[config.mk]
export PLATFORM = sky130hd
export DESIGN_NAME = stream_eval_scheduler
export DESIGN_NICKNAME = d
export VERILOG_FILES = /design/src/rtl/stream_sched_pkg.sv /design/src/rtl/sched_event_fifo.sv /design/src/rtl/stream_eval_scheduler.sv
export SDC_FILE = /design/constraint.sdc
export NUM_CORES = 1
export LEC_CHECK = 0
export ABC_AREA = 1
export CAP_MARGIN = 20
export CORE_ASPECT_RATIO = 1.1
export CORE_UTILIZATION = 25
export DETAILED_ROUTE_END_ITERATION = 8
export GPL_ROUTABILITY_DRIVEN = 0
export GPL_TIMING_DRIVEN = 1
export MAX_ROUTING_LAYER = met4
export PLACE_DENSITY_LB_ADDON = 0.25
export SLEW_MARGIN = 40
export SYNTH_ARGS = -nofsm -noshare
export SYNTH_HDL_FRONTEND = slang
export SYNTH_SLANG_ARGS = --single-unit
[constraint.sdc]
create_clock -name clk -period 4.9 [get_ports clk]
set_input_delay 1.47 -clock clk [delete_from_list [all_inputs] [get_ports clk]]
set_output_delay 1.47 -clock clk [all_outputs]
set_load 0.05 [all_outputs]
[src/rtl/stream_sched_pkg.sv]
// Shared types and helpers for the stream evaluation scheduler.
// The event entry struct depends on the top-level widths, so it is declared inside the top.
package stream_sched_pkg;

  typedef enum logic [1:0] {
    ST_IDLE = 2'd0,
    ST_LOAD = 2'd1,
    ST_EVAL = 2'd2
  } sched_state_t;

  localparam int MAX_OUT = 32;

  // Periodic outputs follow their deadline bit; event-driven ones follow their input dependencies.
  function automatic logic [MAX_OUT-1:0] active_mask(
    input logic [MAX_OUT-1:0] periodic,
    input logic [MAX_OUT-1:0] per_fire,
    input logic [MAX_OUT-1:0] dep_hit
  );
    return (periodic & per_fire) | (~periodic & dep_hit);
  endfunction

endpackage

[src/rtl/sched_event_fifo.sv]
// Small registered FIFO for evaluation events.
// There is no fall-through: an entry pushed into an empty FIFO can be popped one cycle later.
module sched_event_fifo #(
  parameter int W     = 8,
  parameter int DEPTH = 4
) (
  input  logic         clk,
  input  logic         rst,
  input  logic         push,
  input  logic         pop,
  input  logic [W-1:0] wdata,
  output logic [W-1:0] rdata,
  output logic         empty,
  output logic         full
);

  localparam int AW = $clog2(DEPTH);

  logic [W-1:0]  mem [DEPTH];
  logic [AW-1:0] wptr, rptr;
  logic [AW:0]   count;
  logic          do_push, do_pop;

  assign empty   = (count == '0);
  assign full    = (count == (AW+1)'(DEPTH));
  assign do_pop  = pop && !empty;
  // A pop in the same cycle frees a slot, so a full FIFO still accepts the push.
  assign do_push = push && (!full || do_pop);
  assign rdata   = mem[rptr];

  always_ff @(posedge clk or posedge rst) begin
    if (rst) begin
      wptr  <= '0;
      rptr  <= '0;
      count <= '0;
    end else begin
      if (do_push) wptr <= wptr + AW'(1);
      if (do_pop)  rptr <= rptr + AW'(1);
      case ({do_push, do_pop})
        2'b10:   count <= count + (AW+1)'(1);
        2'b01:   count <= count - (AW+1)'(1);
        default: count <= count;
      endcase
    end
  end

  always_ff @(posedge clk) begin
    if (do_push) mem[wptr] <= wdata;
  end

endmodule

[src/rtl/stream_eval_scheduler.sv]
// Turns input arrivals and periodic deadlines into queued evaluation events.
// Each event is replayed as one LOAD cycle followed by one EVAL cycle per layer.
module stream_eval_scheduler
  import stream_sched_pkg::*;
#(
  parameter int N_IN       = 1,
  parameter int N_OUT      = 4,
  parameter int TS_W       = 32,
  parameter int Q_DEPTH    = 4,
  parameter int NUM_LAYERS = 3,
  parameter logic [N_OUT*TS_W-1:0] PERIOD   = '0,
  parameter logic [N_OUT*8-1:0]    LAYER_OF = {8'd2, 8'd1, 8'd1, 8'd0},
  parameter logic [N_OUT*N_IN-1:0] DEP_IN   = '1
) (
  input  logic             clk,
  input  logic             rst,
  input  logic             en,
  input  logic [N_IN-1:0]  new_input,
  output logic [N_IN-1:0]  enable_in,
  output logic [N_OUT-1:0] enable_out,
  output logic             q_push,
  output logic             q_pop,
  output logic             q_push_valid,
  output logic             q_pop_valid,
  output logic [TS_W-1:0]  ev_timestamp,
  output logic             busy,
  output logic             overflow
);

  typedef struct packed {
    logic [TS_W-1:0]  ts;
    logic [N_IN-1:0]  in_mask;
    logic [N_OUT-1:0] per_mask;
  } ev_entry_t;

  localparam int LW = (NUM_LAYERS > 1) ? $clog2(NUM_LAYERS) : 1;

  logic [TS_W-1:0]  ts;
  logic [N_OUT-1:0] per_fire, periodic;
  logic [N_IN-1:0]  in_mask;

  always_ff @(posedge clk or posedge rst) begin
    if (rst)     ts <= '0;
    else if (en) ts <= ts + TS_W'(1);
  end

  for (genvar j = 0; j < N_OUT; j++) begin : g_per
    localparam logic [TS_W-1:0] P = PERIOD[j*TS_W +: TS_W];
    assign periodic[j] = (P != '0);
    if (P != '0) begin : g_cnt
      logic [TS_W-1:0] cnt;
      assign per_fire[j] = en && (cnt == P - TS_W'(1));
      always_ff @(posedge clk or posedge rst) begin
        if (rst)     cnt <= '0;
        else if (en) cnt <= per_fire[j] ? '0 : cnt + TS_W'(1);
      end
    end else begin : g_none
      assign per_fire[j] = 1'b0;
    end
  end

  assign in_mask = en ? new_input : '0;
  assign q_push  = (|in_mask) | (|per_fire);

  ev_entry_t push_data, head, cur;
  logic      fifo_empty, fifo_full;

  assign push_data    = '{ts: ts, in_mask: in_mask, per_mask: per_fire};
  assign q_push_valid = q_push && (!fifo_full || q_pop);
  assign q_pop_valid  = q_pop && !fifo_empty;

  sched_event_fifo #(
    .W     ($bits(ev_entry_t)),
    .DEPTH (Q_DEPTH)
  ) u_fifo (
    .clk   (clk),
    .rst   (rst),
    .push  (q_push),
    .pop   (q_pop),
    .wdata (push_data),
    .rdata (head),
    .empty (fifo_empty),
    .full  (fifo_full)
  );

  sched_state_t   state, state_nx;
  logic [LW-1:0]  layer, layer_nx;

  always_ff @(posedge clk or posedge rst) begin
    if (rst) begin
      state <= ST_IDLE;
      layer <= '0;
    end else begin
      state <= state_nx;
      layer <= layer_nx;
    end
  end

  always_comb begin
    state_nx = state;
    layer_nx = layer;
    if (en) begin
      case (state)
        ST_IDLE: if (!fifo_empty) state_nx = ST_LOAD;
        ST_LOAD: begin
          state_nx = ST_EVAL;
          layer_nx = '0;
        end
        ST_EVAL: begin
          if (layer == LW'(NUM_LAYERS-1)) state_nx = ST_IDLE;
          else                            layer_nx = layer + LW'(1);
        end
        default: state_nx = ST_IDLE;
      endcase
    end
  end

  always_ff @(posedge clk or posedge rst) begin
    if (rst) begin
      cur      <= '0;
      overflow <= 1'b0;
    end else begin
      if (q_pop) cur <= head;
      if (q_push && !q_push_valid) overflow <= 1'b1;
    end
  end

  assign ev_timestamp = cur.ts;

  logic [MAX_OUT-1:0] periodic_w, per_w, dep_w, act_w;
  logic [N_OUT-1:0]   active;

  always_comb begin
    periodic_w = '0;
    per_w      = '0;
    dep_w      = '0;
    for (int j = 0; j < N_OUT; j++) begin
      periodic_w[j] = periodic[j];
      per_w[j]      = cur.per_mask[j];
      dep_w[j]      = |(cur.in_mask & DEP_IN[j*N_IN +: N_IN]);
    end
    act_w  = active_mask(periodic_w, per_w, dep_w);
    active = act_w[N_OUT-1:0];
  end

  always_comb begin
    q_pop      = en && (state == ST_IDLE) && !fifo_empty;
    busy       = (state != ST_IDLE);
    enable_in  = '0;
    enable_out = '0;
    if (en && state == ST_LOAD) enable_in = cur.in_mask;
    if (en && state == ST_EVAL) begin
      for (int j = 0; j < N_OUT; j++)
        enable_out[j] = active[j] && (LAYER_OF[j*8 +: 8] == 8'(layer));
    end
  end

endmodule

==> results.json, run 1 <==
{
  "status": "completed",
  "cp_common_cell": "inv_2",
  "synth_area_leader_cell": "edfxtp_1",
  "path_delay_family": "buffers and inverters",
  "final_cells": 1216,
  "crit_type": "in2out",
  "cts_root_buffer": "clkbuf_16",
  "vias": 5141,
  "clock-sinks": 209,
  "via_per_inst": 4.228,
  "first_pass_iters": 4,
  "syn2layout_area_growth_pct": 22.54,
  "placed_cells": 1172,
  "grt_pass1_vias": 5336,
  "clock_path_buffers": 3,
  "r2r_end": "u_fifo.count[2]",
  "final_cell_mix": "nand2_1, edfxtp_1, dfrtp_1",
  "fin_crit_sh_pct": 92.05,
  "cts_resized": 0,
  "grt_pass1_wl_um": 29790,
  "sequentialPowerShare_pct": 38.4,
  "crit_end": "q_push_valid",
  "grt_use_total_pct": 11.16,
  "layout-drive-gt1-share_pct": 11.86,
  "use_met2_pct": 17.69,
  "p_clk_share_pct": 29.8,
  "start_util_pct": 25.56,
  "synth_area_per_cell_um2": 12.06,
  "crit_start": "en",
  "seq_area_frac_synth_pct": 68.87,
  "drtAntennaViolNets": 0,
  "synthTopCellsByArea": "edfxtp_1, dfrtp_1, nand2_1, mux2i_1, nor2_1",
  "clk_latency_ps": 510,
  "nets": 779,
  "initialDrtViolationCount": 309,
  "cp.buffers_inverters": 4,
  "grt_max_degree": 51,
  "power_density_mw_per_mm2": 617.3,
  "r2r-start": "state[0]",
  "place_hpwl_um": 11010,
  "die-area_mm2": 0.03496,
  "drc": 0,
  "pwr-share-comb_pct": 31.8,
  "slew_headroom_pct": 47.61,
  "reg2reg_depth": 14,
  "h-tree-depth": 1,
  "final_core_util_pct": 31.33,
  "fill_cells": 3392,
  "netlist.area_leader.share_pct": 46.34,
  "finalClockSkew_ps": 13.66,
  "hp-class": "reg2reg",
  "p_leak_nw": 4.173,
  "die_h_um": 196.0,
  "required_ps": 3430,
  "synth_cell_type_count": 34,
  "cts-buffers-inserted": 24,
  "synthCells": 709,
  "preCtsSetupSlack_ps": 375.8,
  "fp.dieW_um": 178.4,
  "vdd_drop_max_uv": 230.6,
  "yosys_warnings": 0,
  "critPathCaptureType": "primary output",
  "r2r_slack_ps": 2630,
  "clk_pin_slew_ps": 60,
  "drv_slew": 0,
  "syn_area_mm2": 0.008553,
  "setup_tns_ps": 0,
  "worstPathMaxFanout": 6,
  "worst_slew_pin_slew_ps": 784.7,
  "fin_ws_ps": 389.7,
  "path_cells": "clkdlybuf4s50_1, inv_2, nor2_4, o21ai_2, inv_2, buf_4",
  "cp.depth": 6,
  "dpl_cell_area_mm2": 0.009619,
  "io_pins": 47,
  "synthesis.nets": 722,
  "avgRoutedWirePerCell_um": 14.91,
  "finalHoldViolCount": 0,
  "hold_buffers": 0,
  "grt.overflow.total": 0,
  "use_met3_pct": 1.705,
  "cpMaxStageDelayCell": "clkdlybuf4s50_1",
  "cp.arrival_ps": 3040,
  "diodes": 0,
  "max_freq_mhz": 221.7,
  "core_mm2": 0.03346,
  "io_buffers": 46,
  "row_count": 70,
  "grt-busiest-layer": "met2",
  "final_area_mm2": 0.01048,
  "setup_viol_count_final": 0,
  "cpPeakStageDelay_ps": 530,
  "intPower_mw": 4.164,
  "rsz0062_at_grt": "no",
  "drv_cap": 0,
  "antenna_found_initial": 0,
  "period_needed_ps": 4510,
  "layout_commonest_cell": "nand2_1",
  "groute.layer.met1.usage_pct": 14.63,
  "postCtsSetupBuffers": 0,
  "routed_wl_um": 18130,
  "tritoncts": "built",
  "switching_share_pct": 35.64,
  "p_sw_mw": 2.306,
  "critPathLaunchType": "primary input",
  "yosys_register_bits": 209
}
worst min-delay path: stages (launching register included):
cell and delay, ps:
dfrtp_1 340, nand2_1 50, nand2_1 50
power by group through the flow:
stage	Sequential [mW]	Clock [mW]	Combinational, mW
6_report	2.49	1.93	2.06
5_1_grt	2.53	2.06	2.27
4_1_cts	2.49	1.98	2.11
3_5_place_dp	2.52	0	2.11
3_3_place_gp	2.52	0	2.10
2_1_floorplan	2.86	0	1.08
synthesized netlist by cell type, drive strengths merged:
library cell  instances
mux2i                32
dfrtp                77
nand3b                4
fa                    1
o22ai                32
nand4                 4
a21oi                 1
ha                    8
nand3                19
xnor2                10
buf                  12
nand2               168
o31ai                 1
and3                  2
nor3                  7
o21ai                48
edfxtp              132
xor2                 17
nor2                 75
clkbuf               14
inv                  45
worst min path at each step:
stage | startpoint | to | cells past startpoint
after floorplan | u_fifo.count[0] | u_fifo.count[0] | 1
after global placement | u_fifo.count[0] | u_fifo.count[0] | 1
after detailed placement | u_fifo.count[0] | u_fifo.count[0] | 1
after CTS | u_fifo.count[0] | u_fifo.count[0] | 1
after global routing | ev_timestamp[12] | ev_timestamp[12] | 2
final | ev_timestamp[10] | ev_timestamp[10] | 2
sequential cells by signal (all words and copies together), names as in the netlist:
register,cells
u_fifo.mem,132
ev_timestamp,32
ts,32
u_fifo.count,3
layer,2
state,2
u_fifo.rptr,2
u_fifo.wptr,2
act_w,1
overflow,1
layout make-up:
| type | count | area (µm²) | area share [%] |
|---|---|---|---|
| sequential | 209 | 5893 | 56.23 |
| multi-input combinational | 429 | 2380 | 22.71 |
| clock buffer | 28 | 636.9 | 6.076 |
| timing repair buffer | 57 | 633.1 | 6.040 |
| tap | 432 | 540.5 | 5.157 |
| clock inverter | 16 | 225.2 | 2.149 |
| inverter | 45 | 172.7 | 1.647 |
cell families (layout without fill, tap and decap cells):
| logic type | after synthesis | count (layout) | share of synthesized area, % |
|---|---|---|---|
| AOI/OAI and AO/OA | 82 | 82 | 5.339 |
| and+or+nand+nor | 279 | 279 | 14.22 |
| muxes | 32 | 32 | 3.745 |
| DFF | 209 | 209 | 68.87 |
| buffers and inverters | 71 | 146 | 3.657 |
| adders and majority gates | 9 | 9 | 1.404 |
| xor gates and xnor gates | 27 | 27 | 2.765 |
through the flow:
| step | power (mW) | hold slack, ps |
|---|---|---|
| final | 6.470 | 473.8 |
| after global routing | 6.865 | 494.4 |
| after CTS | 6.585 | 475.5 |
| after detailed placement | 4.627 | 464.8 |
| after global placement | 4.617 | 462.1 |
| after floorplan | 3.941 | 441.6 |
layer usage:
metal	part of all wire (%)	wire length, µm
met1	47	8581
met2	47	8488
met3	3.9	709
met4	1.9	348
met5	0	0
Power figures use the tool's default switching activity.
==> run 2, diff against run 1 <==
--- a/config.mk
+++ b/config.mk
@@ -8,7 +8,7 @@
 export ABC_AREA = 1
 export CAP_MARGIN = 20
 export CORE_ASPECT_RATIO = 1.1
-export CORE_UTILIZATION = 25
+export CORE_UTILIZATION = 45
 export DETAILED_ROUTE_END_ITERATION = 8
 export GPL_ROUTABILITY_DRIVEN = 0
 export GPL_TIMING_DRIVEN = 1
==> results.json, run 2 (same netlist as run 1, synthesis figures left out) <==
{
  "rsz0062_at_grt": "no",
  "first_pass_iters": 5,
  "routed_wl_um": 16530,
  "preCtsSetupSlack_ps": 589.2,
  "p_leak_nw": 4.100,
  "antenna_found_initial": 0,
  "clk_latency_ps": 500,
  "finalClockSkew_ps": 13.40,
  "path_cells": "clkdlybuf4s50_1, inv_2, nor2_4, nand2_4, inv_4, buf_12",
  "clock_path_buffers": 3,
  "fin_ws_ps": 599.3,
  "initialDrtViolationCount": 287,
  "vdd_drop_max_uv": 474.7,
  "diodes": 0,
  "r2r_slack_ps": 2830,
  "cp.arrival_ps": 2830,
  "grt_use_total_pct": 18.46,
  "crit_type": "in2out",
  "grt_pass1_wl_um": 27430,
  "io_buffers": 46,
  "regMostFlops": "u_fifo.mem",
  "hold_ws_ps": 473.6,
  "placed_cells": 983,
  "fin_crit_sh_pct": 87.77,
  "hold_buffers": 0,
  "r2r_end": "u_fifo.count[2]",
  "tritoncts": "built",
  "core_mm2": 0.01848,
  "grt_pass1_vias": 5259,
  "clk_pin_slew_ps": 60,
  "r2r-start": "state[0]",
  "critPathCaptureType": "primary output",
  "cts-buffers-inserted": 22,
  "drc": 0,
  "path_delay_family": "buffers and inverters",
  "vias": 5210,
  "drv_cap": 0,
  "cpMaxStageDelayCell": "clkdlybuf4s50_1",
  "grt.overflow.total": 0,
  "postCtsSetupBuffers": 0,
  "layout-drive-gt1-share_pct": 11.03,
  "via_per_inst": 5.093,
  "power_density_mw_per_mm2": 613.0,
  "reg2reg_depth": 13,
  "critPathLaunchType": "primary input",
  "period_needed_ps": 4301,
  "max_freq_mhz": 232.5,
  "finalHoldViolCount": 0,
  "cts_resized": 0,
  "avgRoutedWirePerCell_um": 16.16,
  "io_pins": 47,
  "grt_max_degree": 68,
  "die_h_um": 146.6,
  "setup_tns_ps": 0,
  "crit_start": "en",
  "cpPeakStageDelay_ps": 540,
  "layout_commonest_cell": "nand2_1",
  "cp.depth": 6,
  "cts_root_buffer": "clkbuf_16",
  "drtAntennaViolNets": 0,
  "h-tree-depth": 1,
  "fp.dieW_um": 133.5,
  "start_util_pct": 46.29,
  "nets": 777,
  "clock-sinks": 209,
  "final_cell_mix": "nand2_1, edfxtp_1, dfrtp_1",
  "fill_cells": 1586,
  "place_hpwl_um": 9748,
  "cp.buffers_inverters": 4,
  "drv_slew": 0,
  "syn2layout_area_growth_pct": 18.12,
  "setup_viol_count_final": 0,
  "hp-class": "reg2reg",
  "worst_slew_pin_slew_ps": 776.1,
  "largest_reg_flops": 132,
  "dpl_cell_area_mm2": 0.009365,
  "worstPathMaxFanout": 20,
  "die-area_mm2": 0.01956,
  "final_area_mm2": 0.01010,
  "final_cells": 1023,
  "required_ps": 3430,
  "slew_headroom_pct": 48.19,
  "row_count": 52,
  "crit_end": "q_pop_valid",
  "status": "completed"
}
-- run 2: worst min path at each step --
stage	cells past startpoint	to	startpoint	slack, ps
after floorplan	1	u_fifo.count[0]	u_fifo.count[0]	440
after global placement	1	u_fifo.count[0]	u_fifo.count[0]	460
after detailed placement	2	overflow	overflow	460
after CTS	2	ev_timestamp[19]	ev_timestamp[19]	480
after global routing	2	ev_timestamp[12]	ev_timestamp[12]	490
final	2	ev_timestamp[12]	ev_timestamp[12]	470
-- run 2: through the flow --
| stage | utilization, % | total power [mW] |
|---|---|---|
| 3_3_place_gp | 50.66 | 4.517 |
| 2_1_floorplan | - | 3.941 |
| 5_1_grt | 54.68 | 6.535 |
| 4_1_cts | 54.68 | 6.263 |
| 6_report | 54.68 | 6.194 |
| 3_5_place_dp | 50.68 | 4.575 |
-- run 2: layout make-up --
cell class | count | area, µm² | area share, %
clock inverters | 8 | 118.9 | 1.176
well taps | 243 | 304.0 | 3.009
flip-flops and latches | 209 | 5892 | 58.32
inverters | 45 | 176.4 | 1.746
repair buffers | 57 | 633.1 | 6.266
multi-input cells | 429 | 2360 | 23.36
clock buffers | 32 | 619.3 | 6.130
-- run 2: metal layers --
layer / wire length [µm] / vias up / track usage [%] / part of all wire (%)
li1: - / 2541 / - / -
met1: 7677 / 2533 / 24.09 / 46
met2: 7857 / 106 / 29.90 / 48
met3: 617 / 30 / 2.361 / 3.7
met4: 377 / 0 / 6.136 / 2.3
met5: 0 / - / - / 0
-- run 2: report_power, final --
group	switching, mW	internal, mW	total [mW]
clock	0.635	1.04	1.67
sequential	0.224	2.24	2.46
combinational	1.38	0.684	2.06
-- run 2: worst register-to-register path, stage by stage (launching register included) --
cell and delay, ps:
dfrtp_1 410, inv_1 90, nand2_2 90, nor2_4 150, nand2_4 70, inv_4 280
nand2_2 120, fa_1 410, inv_1 60, nand2_1 60, nand2_1 70, nand2_1 70
nand2_1 60, inv_1 30
